$ cat src/rtl/alu_ex_stage.sv
// alu_ex_stage: execute-stage ALU with EX/MEM result register, N/Z/V flags and two-cycle RED FSM
module alu_ex_stage (
  input  logic        clk,
  input  logic        rst_n,
  input  logic [15:0] ALUA,
  input  logic [15:0] ALUB,
  input  logic [6:0]  ALUop,
  input  logic [1:0]  flag_mode,
  input  logic        valid_in,
  input  logic        stall_in,
  input  logic        flush,
  output logic        busy,
  output logic [15:0] alu_out_MEM,
  output logic        valid_out,
  output logic        flag_N,
  output logic        flag_Z,
  output logic        flag_V
);
  typedef enum logic {IDLE, RED2} state_t;
  state_t state, state_nx;
  logic [1:0]  out_sel, shift_op, red_mode, m_w;
  logic        sat, red, sub, accept, red_op, wr, ovf, v_w;
  logic [16:0] sum;
  logic [15:0] add_res, padd, shf, alu_res, red_res, res_w;
  logic [8:0]  s_hi, s_lo;
  logic [9:0]  red_sum;
  assign {out_sel, sat, red, sub, shift_op} = ALUop;
  assign busy    = state == RED2;
  assign accept  = valid_in & ~busy & ~stall_in & ~flush;
  assign red_op  = out_sel == 2'b00 && red;
  assign wr      = busy | (accept & ~red_op);
  assign sum     = {1'b0, ALUA} + {1'b0, ALUB} + {16'h0, sub};
  assign ovf     = (ALUA[15] == ALUB[15]) && (sum[15] != ALUA[15]);
  assign add_res = (flag_mode == 2'b11 && ovf) ? (ALUA[15] ? 16'h8000 : 16'h7FFF) : sum[15:0];
  for (genvar i = 0; i < 4; i++) begin : g_nib
    logic [4:0] ns;
    assign ns = {ALUA[4*i+3], ALUA[4*i+3:4*i]} + {ALUB[4*i+3], ALUB[4*i+3:4*i]};
    assign padd[4*i+3:4*i] = (ns[4] ^ ns[3]) ? {ns[4], {3{~ns[4]}}} : ns[3:0];
  end
  assign red_sum = {s_hi[8], s_hi} + {s_lo[8], s_lo};
  assign red_res = {{6{red_sum[9]}}, red_sum};
  // Shifter and result select; ROR takes the low half of a doubled word shifted right
  always_comb begin
    shf = (shift_op == 2'b00) ? ALUA << ALUB[3:0] :
          (shift_op == 2'b01) ? 16'($signed(ALUA) >>> ALUB[3:0]) :
          (shift_op == 2'b10) ? 16'({ALUA, ALUA} >> ALUB[3:0]) : ALUA;
    alu_res = (out_sel == 2'b01) ? ALUA ^ ALUB :
              (out_sel == 2'b10) ? shf :
              (out_sel == 2'b11) ? 16'h0000 :
              sat ? padd : add_res;
    res_w = busy ? red_res : alu_res;
    m_w   = busy ? red_mode : flag_mode;
    v_w   = ~busy && out_sel == 2'b00 && !sat && !red && ovf;
  end
  // State register
  always_ff @(posedge clk or negedge rst_n)
    if (!rst_n) state <= IDLE;
    else state <= state_nx;
  // Next state: flush always returns to IDLE, stall freezes the FSM
  always_comb begin
    state_nx = state;
    if (flush) state_nx = IDLE;
    else if (!stall_in) state_nx = (!busy && accept && red_op) ? RED2 : IDLE;
  end
  // EX/MEM result, valid, flags and RED partial sums
  always_ff @(posedge clk or negedge rst_n)
    if (!rst_n) begin
      alu_out_MEM <= 16'h0000;
      valid_out   <= 1'b0;
      flag_N      <= 1'b0;
      flag_Z      <= 1'b0;
      flag_V      <= 1'b0;
      s_hi        <= 9'h0;
      s_lo        <= 9'h0;
      red_mode    <= 2'b00;
    end else if (flush) begin
      valid_out <= 1'b0;
    end else if (!stall_in) begin
      valid_out <= wr;
      if (wr) alu_out_MEM <= res_w;
      if (wr && m_w[0]) flag_Z <= res_w == 16'h0000;
      if (wr && m_w == 2'b11) begin
        flag_N <= res_w[15];
        flag_V <= v_w;
      end
      if (accept && red_op) begin
        s_hi     <= {ALUA[15], ALUA[15:8]} + {ALUB[15], ALUB[15:8]};
        s_lo     <= {ALUA[7], ALUA[7:0]} + {ALUB[7], ALUB[7:0]};
        red_mode <= flag_mode;
      end
    end
endmodule

$ cat config.mk
export PLATFORM = sky130hd
export DESIGN_NAME = alu_ex_stage
export DESIGN_NICKNAME = d
export VERILOG_FILES = /design/src/rtl/alu_ex_stage.sv
export SDC_FILE = /design/constraint.sdc
export NUM_CORES = 1
export LEC_CHECK = 0
export BUFFER_PORTS_ARGS = -buffer_cell sky130_fd_sc_hd__buf_2
export CAP_MARGIN = 20
export CORE_MARGIN = 2
export CORE_UTILIZATION = 40
export DETAILED_ROUTE_END_ITERATION = 16
export HOLD_SLACK_MARGIN = 0.1
export PLACE_DENSITY_LB_ADDON = 0.3
export SETUP_SLACK_MARGIN = 0.05
export SLEW_MARGIN = 20
export SYNTH_ARGS = -nofsm -noshare
export SYNTH_HDL_FRONTEND = slang
export SYNTH_SLANG_ARGS = --single-unit
$ cat constraint.sdc
create_clock -name clk -period 4.8 [get_ports clk]
set_clock_uncertainty 0.15 [all_clocks]
set_input_delay 0.96 -clock clk [delete_from_list [all_inputs] [get_ports clk]]
set_output_delay 0.96 -clock clk [all_outputs]
set_load 0.005 [all_outputs]
==> impl_results.md, run 1 <==
* Core box area at ~17,000 um^2
* Share of cells above drive strength 1 at 0.197
* Clock buffer depth at 2
* RSZ-0062 raised after global routing: no
* Leak Pwr at ~3.2 nW
* Dpl cells at roughly 1,100
* Worst IR Drop VDD at around 0.00025 V
* Yosys top cell area share at 0.144
* CTS sink cnt at 41
* Largest net degree at the start of global routing at 53
* Final period utilization at 0.847
* CTS resizes at 0
* R2R depth at 10
* Vias in the first global route at 6,901
* CTS tree: done
* # DRC at 0
* MaxCap Viol Count at 0
* Top_reg_cell synth: dfrtp_1
* Die area at approximately 19,000 um^2
* Hold Path Class: flop to flop
* Port bufs at 66
* Hold Path Stages at 1
* Synth Warn # at 0
* Filler cell count in the final layout at 1,760
* Status: finished, final reports clean
* Post-CTS setup buffer count at 0
* ANT nets after route at 0
* Syn Nets at 985
* H-tree levels at 2
* Syn Inst Count at around 910
* Synth area leader: dfrtp_1
* First-pass GRT wire length at about 42 mm
* Root buf cell: clkbuf_16
* Grt ovf at 0
* Yosys cell types at 87
* Finished Layout Cells at roughly 1,200
* Final Critical Period at just over 4 ns
* Number of synthesized register bits at 41
* Initial antenna violation count at 1
* Post-synth EDFFs at 0
* Initial core utilization at 0.409
* Hold_buf cts at 0
* Max Clk Rate at 246 MHz
* Routed wire length at 27.7 mm
* Wire per inst at roughly 24 um
* Register area share after synthesis at 0.144
* Row count at 48
* Cts bufs inserted at 5
* Area growth syn-to-layout at 8.79%
* Slew at the pin closest to its max-slew limit at ~1.1 ns
* Setup CP Type: primary input to flop
* Mean number of vias per cell at around 6.7
* Antenna diode count at 0
* CP endpoint kind: flop
* Slew Viols, Final at 0
* Starting DRC count in detailed routing at 1,008
* Clk pin slew, worst setup/hold paths at around 0.060 ns
* GRT Util Overall at 0.292
* Setup crit start kind: primary input
* Clk_lat worst skew at 0.28 ns
* Final Hold Fails at 0
* Largest cells by area after synthesis: dfrtp_1, mux4_2, mux2i_1, nand2_1, ha_1
* Chip width at 137 um
* Slew HR at 0.264
* Final Net Count at about 1,000
* Mapped cell area at between 7000 and 8000 um^2
* Vias at 7,735
* Gp weighted congestion at ~1.0
* Power Density at approximately 240 nW/um^2
* Worst Path Arrival at roughly 4.1 ns
* Mean Syn Cell Area at ~7.8 um^2
* # IOs at 67
* Crit-path max FO at 38
* Setup TNS at 0 ns
* First-pass iteration count of the detailed router at 5
* Setup violators final at 0
* Final core occ at 0.445
* Post-DP HPWL at about 21 mm
* Critical Path RT at between 4 and 5 ns
* Synth async-reset ratio at 1.00
* Die height at 137 um
critical path, stage by stage:
cell and delay, ns:
buf_2 0.44, buf_12 0.31, mux4_2 0.56, mux2i_1 0.25
mux2i_1 0.14, a2111oi_2 0.42, o21ai_1 0.17, nor3_2 0.36
nand4_1 0.16, nor4_2 0.15, a32o_2 0.19
metal layers:
| layer | part of all wire | global-route usage |
|---|---|---|
| met5 | 0.00047 | 0 |
| met1 | 0.44 | 0.436 |
| met2 | 0.42 | 0.430 |
| met3 | 0.11 | 0.0603 |
| met4 | 0.025 | 0.0699 |
metrics by stage:
step | hold slack, ns | power, W | worst slack, ns | area, um^2
after floorplan | 0.304 | 0.00115 | 0.832 | 7100
after global placement | 0.303 | 0.00148 | 0.505 | 7590
after detailed placement | 0.312 | 0.00148 | 0.515 | 7590
after CTS | 0.324 | 0.00179 | 0.802 | 7720
after global routing | 0.346 | 0.00193 | 0.464 | 7730
final | 0.318 | 0.00182 | 0.733 | 7730
layout make-up:
| cell class | count | area [um^2] | share of cell area |
|---|---|---|---|
| flip-flops and latches | 41 | 1030 | 0.133 |
| clock inverters | 1 | 5.00 | 0.000648 |
| repair buffers | 100 | 611 | 0.0790 |
| well taps | 225 | 282 | 0.0364 |
| inverters | 32 | 120 | 0.0155 |
| multi-input cells | 748 | 5560 | 0.719 |
| clock buffers | 5 | 125 | 0.0162 |
power breakdown:
| group | internal [W] | switching, W | leakage (nW) | total [W] |
|---|---|---|---|---|
| Clock | 0.000186 | 0.000126 | 0.0655 | 0.000311 |
| Sequential | 0.000421 | 0.0000483 | 0.512 | 0.000470 |
| Combinational | 0.000411 | 0.000626 | 2.64 | 0.00104 |
cells in the mapped netlist (6+ instances only):
library cell	number
a211oi_1	20
a21o_1	11
a21oi_1	62
a22oi_1	7
a31oi_1	12
and2_1	8
buf_2	20
clkbuf_1	52
dfrtp_1	41
fa_1	7
ha_1	26
inv_1	30
mux2_2	22
mux2i_1	42
mux4_2	28
nand2_1	109
nand2b_1	16
nand3_1	39
nand4_1	12
nor2_1	52
nor2b_1	17
nor3_1	19
o2111ai_1	7
o211ai_1	15
o21a_1	6
o21ai_0	50
o21ai_1	6
o311ai_0	7
o31ai_1	7
or3_1	7
xnor2_1	19
xor2_1	13
state kept, by name, indices dropped and copies added, names as in the netlist:
| name | flops |
|---|---|
| s_lo | 9 |
| s_hi | 9 |
| flag_N | 1 |
| alu_out_MEM | 16 |
| busy | 1 |
| red_mode | 2 |
| flag_V | 1 |
| valid_out | 1 |
| flag_Z | 1 |
layout by cell type (no fill, tap or decap), types with 13 or more instances in the layout:
| master | synthesis | layout |
|---|---|---|
| buf_2 | 20 | 66 |
| nor2_1 | 52 | 51 |
| nand3_1 | 39 | 39 |
| mux2_2 | 22 | 22 |
| o21ai_0 | 50 | 50 |
| xnor2_1 | 19 | 19 |
| nor2b_1 | 17 | 17 |
| nand2b_1 | 16 | 16 |
| a211oi_1 | 20 | 20 |
| buf_4 | 3 | 32 |
| a21oi_1 | 62 | 62 |
| xor2_1 | 13 | 13 |
| o211ai_1 | 15 | 15 |
| inv_1 | 30 | 30 |
| mux2i_1 | 42 | 42 |
| nor3_1 | 19 | 19 |
| ha_1 | 26 | 26 |
| dfrtp_1 | 41 | 41 |
| mux4_2 | 28 | 28 |
| nand2_1 | 109 | 109 |
cell families after synthesis:
family / Yosys count / share of synthesized area
AOI/OAI and AO/OA: 276 / 0.273
xor gates and xnor gates: 32 / 0.0395
adders and majority gates: 33 / 0.0655
buffers and inverters: 117 / 0.0735
DFF: 41 / 0.144
muxes: 93 / 0.187
and+or+nand+nor: 314 / 0.217
worst paths after layout:
path                       slack, ns               endpoint                   from
setup / recovery                0.73     flag_Z$_DFFE_PN0P_                ALUB[1]
hold / removal                  0.32  valid_out$_DFFE_PN0P_  valid_out$_DFFE_PN0P_
setup reg to reg                1.60     flag_Z$_DFFE_PN0P_    s_hi[4]$_DFFE_PN0P_
hold reg to reg                 0.32  valid_out$_DFFE_PN0P_  valid_out$_DFFE_PN0P_
max in group asynchronous       3.25    s_lo[2]$_DFFE_PN0P_                  rst_n
min in group asynchronous       0.67    s_hi[6]$_DFFE_PN0P_                  rst_n
Note: power is estimated with default switching activity, not from simulation.
==> run 2, diff against run 1 <==
==> constraint.sdc (replaced) <==
create_clock -name clk -period 3.5 [get_ports clk]
set_clock_uncertainty 0.15 [all_clocks]
set_input_delay 0.7 -clock clk [delete_from_list [all_inputs] [get_ports clk]]
set_output_delay 0.7 -clock clk [all_outputs]
set_load 0.005 [all_outputs]
==> impl_results.md, run 2 (synthesis results as in run 1) <==
* Vias at 8,429 (+9.0%)
* Die area at 18,800 um^2 (unchanged)
* CP Buf/Inv Count at 2 (unchanged)
* Grt ovf at 0 (unchanged)
* Initial antenna violation count at 0 (-1)
* Leak Pwr at 4.13 nW (+28%)
* Most common cell after layout, fill and taps aside: buf_4
* Vias in the first global route at 7,630 (+11%)
* Dpl cells at 1,321 (+15%)
* # IOs at 67 (unchanged)
* Slew at the pin closest to its max-slew limit at 0.917 ns (-0.185 ns)
* Critical Path RT at 3.57 ns (-1.30 ns)
* Worst IR Drop VDD at 0.000253 V (+3.4%)
* Wire per inst at 22.4 um (-7.0%)
* Setup crit start kind: primary input
* First-pass iteration count of the detailed router at 7 (+2)
* Final Hold Fails at 0 (unchanged)
* CP endpoint kind: flop
* Die height at 137 um (unchanged)
* Largest net degree at the start of global routing at 42 (-21%)
* Slew Viols, Final at 0 (unchanged)
* CTS tree: done
* MaxCap Viol Count at 0 (unchanged)
* Port bufs at 66 (unchanged)
* Most frequent cells in the layout: buf_4, nand2_1, buf_2
* Reg with most FFs: alu_out_MEM
* Clk_lat worst skew at 0.28 ns (about the same)
* Setup violators final at 0 (unchanged)
* Most Frequent Cell on Critical Path: a21oi_1
* Row count at 48 (unchanged)
* CTS sink cnt at 41 (unchanged)
* Crit-path max FO at 9 (-76%)
* Hold_buf cts at 0 (unchanged)
* Top Registers: alu_out_MEM x16, s_hi x9, s_lo x9
* Power Density at 303 nW/um^2 (+29%)
* Gp weighted congestion at 1.03 (-0.28%)
* Routed wire length at 29.8 mm (+7.4%)
* H-tree levels at 2 (unchanged)
* Finished Layout Cells at 1,330 (+15%)
* Post-route cell area at 9240 um^2 (+20%)
* Final Critical Period at 3.38 ns
* Antenna diode count at 0 (unchanged)
* Cts bufs inserted at 5 (unchanged)
* Max reg flops at 16 (unchanged)
* Root buf cell: clkbuf_16
* Hold Path Class: flop to flop
* Critical path's slowest cell: fa_1
* Cell family with most CP delay: compound AO/OA/AOI/OAI gates
* Worst Path Arrival at 3.45 ns (-0.69 ns)
* Slew HR at 0.388 (+0.124)
* Post-DP HPWL at 24.2 mm (+15%)
* # DRC at 0 (unchanged)
* Mean number of vias per cell at 6.34 (-5.6%)
* Post-DP Area at 9040 um^2 (+19%)
* Max Clk Rate at just under 300 MHz
* First-pass GRT wire length at 45.4 mm (+8.2%)
* RSZ-0062 raised after global routing: yes
* Clock buffer depth at 2 (unchanged)
* Clk pin slew, worst setup/hold paths at 0.06 ns (about the same)
* Final period utilization at 0.965
* Status: finished, final reports clean
* Chip width at 137 um (unchanged)
* Setup CP Type: primary input to flop
* Core box area at 17,400 um^2 (unchanged)
* Share of cells above drive strength 1 at 0.338 (+0.140)
* ANT nets after route at 0 (unchanged)
* Area growth syn-to-layout at 30.1%
* CP cell instances: buf_2 > buf_4 > ha_1 > fa_1 > nand4b_1 > a21oi_1 > a211o_1 > a21oi_1 > a221oi_2 > nand4_1 > nor4_2 > a32o_2
* Initial core utilization at 0.409 (unchanged)
* Final Net Count at 1,183 (+17%)
* CP peak stage delay at 0.46 ns (-0.10 ns)
* Starting DRC count in detailed routing at 1,092 (+8.3%)
* GRT Util Overall at 0.316 (+0.0232)
## run 2: cell types whose count changed in the layout (fill, tap and decap cells not counted), sizes merged
cell    delta
buf      +176
clkbuf     +2
## run 2: layout make-up
type	count	area [um^2]
clock buffers	7	153
clock inverters	1	5.00
fillers	1623	8110
inverters	32	120
multi-input cells	748	5630
flip-flops and latches	41	1030
well taps	225	282
repair buffers	276	2030
## run 2: metrics by stage
step / power [W] / TNS [ns] / utilization / hold slack (ns) / worst slack [ns]
floorplan: 0.00159 / 0 / - / 0.254 / 0.0794
global placement: 0.00226 / -0.174 / 0.521 / 0.307 / -0.174
detailed placement: 0.00227 / -0.177 / 0.521 / 0.316 / -0.160
CTS: 0.00275 / 0 / 0.530 / 0.328 / 0.126
global route: 0.00297 / 0 / 0.533 / 0.348 / 0.0241
finish: 0.00280 / 0 / 0.533 / 0.323 / 0.123
## run 2: what timing repair did
| item | CTS | global route |
|---|---|---|
| setup buffers | 0 | 1 |
| endpoints found under the setup margin | 0 | 2 |
| resized for setup | 0 | 9 |
## run 2: where the power goes
part / internal [W] / switching, W / leakage [nW]
logic: 0.000758 / 0.000926 / 3.54
clock network: 0.000302 / 0.000178 / 0.0799
registers: 0.000578 / 0.0000617 / 0.512
## run 2: layer usage
metal,share of wire,vias up,GRT usage
met1,0.44,4039,0.482
met3,0.12,54,0.0629
met4,0.025,0,0.0704
met2,0.42,531,0.454
met5,0,-,0
li1,-,3805,-
## run 2: worst paths after layout
| path | startpoint | end | slack (ns) | cells past startpoint |
|---|---|---|---|---|
| min in group asynchronous | rst_n | valid_out$_DFFE_PN0P_ | 0.41 | 1 |
| hold / removal | valid_out$_DFFE_PN0P_ | valid_out$_DFFE_PN0P_ | 0.32 | 1 |
| setup / recovery | ALUA[0] | flag_Z$_DFFE_PN0P_ | 0.12 | 12 |
| setup reg to reg | s_hi[0]$_DFFE_PN0P_ | flag_Z$_DFFE_PN0P_ | 0.54 | 12 |
| max in group asynchronous | rst_n | alu_out_MEM[13]$_DFFE_PN0P_ | 2.22 | 1 |
| hold reg to reg | valid_out$_DFFE_PN0P_ | valid_out$_DFFE_PN0P_ | 0.32 | 1 |
==> run 3, diff against run 2 <==
--- a/config.mk
+++ b/config.mk
@@ -9,6 +9,7 @@
 export CAP_MARGIN = 20
 export CORE_MARGIN = 2
 export CORE_UTILIZATION = 40
+export CTS_CLUSTER_SIZE = 14
 export DETAILED_ROUTE_END_ITERATION = 16
 export HOLD_SLACK_MARGIN = 0.1
 export PLACE_DENSITY_LB_ADDON = 0.3
==> constraint.sdc (replaced) <==
create_clock -name clk -period 3.5 [get_ports clk]
set_clock_uncertainty 0.15 [all_clocks]
set_input_delay 0 -clock clk [delete_from_list [all_inputs] [get_ports clk]]
set_output_delay 0 -clock clk [all_outputs]
set_load 0.005 [all_outputs]
==> impl_results.md, run 3 (synthesis results as in run 1) <==
* Status: finished, final reports clean
* Filler cell count in the final layout at 1,743 (+7.4%)
* Clock Power Share at 0.206 (+0.035)
* Hold Path Class: primary input to flop
* Port bufs at 66 (unchanged)
* Starting DRC count in detailed routing at 1,109 (+1.6%)
* Slew at the pin closest to its max-slew limit at 1.01 ns (+0.0918 ns)
* H-tree levels at 2 (unchanged)
* Combinational share of power at 0.551 (-0.050)
* Vias in the first global route at 7,049 (-7.6%)
* RSZ-0062 raised after global routing: no
* First-pass iteration count of the detailed router at 6 (-1)
* MaxCap Viol Count at 0 (unchanged)
* Clock buffer depth at 2 (unchanged)
* Die height at 137 um (unchanged)
* Post-DP HPWL at 21.2 mm (-12%)
* Top Registers: alu_out_MEM x16, s_hi x9, s_lo x9
* Antenna diode count at 0 (unchanged)
* Vias at 7,702 (-8.6%)
* Mean number of vias per cell at 6.53 (+3.0%)
* Routed wire length at 27.6 mm (-7.4%)
* Wire per inst at 23.4 um (+4.3%)
* Initial antenna violation count at 0 (unchanged)
* R2R depth at 10 (-2)
* DR WL met3 at 3.62 mm (+0.19%)
* ANT nets after route at 0 (unchanged)
* Net Sw Power at 0.00112 W (-3.8%)
* Sw Share at 0.424 (+0.00833)
* Area growth syn-to-layout at 12.9%
* Hold Path Stages at 4 (+3)
* Largest net degree at the start of global routing at 42 (unchanged)
* Most common cell after layout, fill and taps aside: nand2_1
* Final core occ at 0.462 (-0.0707)
* Clk pin slew, worst setup/hold paths at 0.06 ns (about the same)
* Leak Pwr at 3.37 nW (-18%)
* Pint at 0.00152 W (-7.0%)
* Slew Viols, Final at 0 (unchanged)
* # DRC at 0 (unchanged)
* Max reg flops at 16 (unchanged)
* Setup violators final at 0 (unchanged)
* Core box area at 17,400 um^2 (unchanged)
* DR top layer: met4
* Chip width at 137 um (unchanged)
* Final Hold Fails at 0 (unchanged)
* GRT Util Overall at 0.296 (-0.0195)
* Final Net Count at 1,033 (-13%)
* Setup CP Type: primary input to flop
* Final period utilization at 0.866 (-0.0986)
* Row count at 48 (unchanged)
* Setup crit start kind: primary input
* CTS sink cnt at 41 (unchanged)
* Grt ovf at 0 (unchanged)
* Post-CTS setup buffer count at 0 (unchanged)
* Reg power frac at 0.243 (+0.015)
* First-pass GRT wire length at 42.3 mm (-6.9%)
* Die area at 18,800 um^2 (unchanged)
* Clk_lat worst skew at 0.29 ns (about the same)
* Initial core utilization at 0.409 (unchanged)
* Setup TNS at 0 ns (unchanged)
* CTS tree: done
* Wire length on met2 at 11.3 mm (-9.2%)
* Met1 wire length at 11.7 mm (-10%)
* Share of cells above drive strength 1 at 0.212 (-0.126)
* Post-route cell area at 8020 um^2 (-13%)
* Max Clk Rate at 330 MHz (+11%)
* Slew HR at 0.326 (-0.0626)
* Gp weighted congestion at 0.989 (-3.6%)
* Crit-path max FO at 13 (+4)
* Final Critical Period at 3.03 ns (-0.345 ns)
* Post-DP Area at 7750 um^2 (-14%)
* Power Density at 330 nW/um^2 (+8.8%)
* CP endpoint kind: flop
* Cts bufs inserted at 5 (unchanged)
* Most frequent cells in the layout: nand2_1, buf_2, a21oi_1
* Critical Path RT at 3.52 ns (-0.05 ns)
* Worst Path Arrival at 3.06 ns (-0.39 ns)
* # IOs at 67 (unchanged)
* Root buf cell: clkbuf_16
* Worst IR Drop VDD at 0.000312 V (+23%)
* Reg with most FFs: alu_out_MEM
run 3: changes by cell type in the layout (fill, tap and decap cells not counted), sizes merged:
| cell | change |
|---|---|
| buf | -159 |
| dlygate4sd3 | +9 |
| bufinv | +1 |
| clkbuf | -1 |
| clkinv | -1 |
| clkinvlp | +1 |
run 3: final timing paths:
check,start,to,slack [ns]
worst min-delay path,ALUB[8],s_hi[0]$_DFFE_PN0P_,0.16
min in group asynchronous,rst_n,flag_N$_DFFE_PN0P_,0.24
worst max register to register,s_hi[1]$_DFFE_PN0P_,flag_Z$_DFFE_PN0P_,0.58
worst min register to register,valid_out$_DFFE_PN0P_,valid_out$_DFFE_PN0P_,0.33
max in group asynchronous,rst_n,s_lo[0]$_DFFE_PN0P_,2.38
worst max-delay path,ALUA[4],flag_Z$_DFFE_PN0P_,0.47
run 3: critical path, stage by stage:
cell	delay, ns
buf_2	0.19
ha_1	0.54
nand3_1	0.20
a211oi_1	0.46
o211a_4	0.29
o31ai_4	0.09
a2111oi_1	0.44
nor3_1	0.11
a211oi_1	0.25
buf_4	0.19
nor4_2	0.04
a32o_2	0.26
run 3: cell type report:
class / count / area (um^2) / area share
sequential: 41 / 1030 / 0.128
tap: 225 / 282 / 0.0351
multi-input combinational: 748 / 5560 / 0.693
timing repair buffer: 126 / 853 / 0.106
clock inverter: 2 / 37.5 / 0.00468
clock buffer: 6 / 139 / 0.0173
inverter: 32 / 120 / 0.0150
run 3: power by group through the flow:
stage	clock network, W	logic (W)	registers, W
floorplan	0	0.000940	0.000638
detailed placement	0	0.00140	0.000652
global route	0.000569	0.00158	0.000656
CTS	0.000553	0.00142	0.000644
global placement	0	0.00141	0.000649
finish	0.000545	0.00146	0.000644
run 3: per-stage QoR:
| stage | total power, W | setup slack, ns | hold WS [ns] | std cells |
|---|---|---|---|---|
| 2_1_floorplan | 0.00158 | 0.492 | -0.446 | 906 |
| 3_3_place_gp | 0.00206 | 0.325 | 0.0346 | 1163 |
| 3_5_place_dp | 0.00205 | 0.204 | 0.0338 | 1163 |
| 4_1_cts | 0.00261 | 0.494 | 0.157 | 1180 |
| 5_1_grt | 0.00281 | 0.368 | 0.199 | 1180 |
| 6_report | 0.00265 | 0.468 | 0.155 | 1180 |
run 3: layer usage:
metal  vias to the layer above  GRT usage
met3                        64     0.0703
met4                         0     0.0974
met5                         -          0
li1                       3500          -
met2                       533      0.414
met1                      3605      0.443
run 3: timing repair:
| item | CTS | global route |
|---|---|---|
| hold endpoints to repair | 48 | 0 |
| resized for setup | 0 | 0 |
| hold buffers | 9 | 0 |
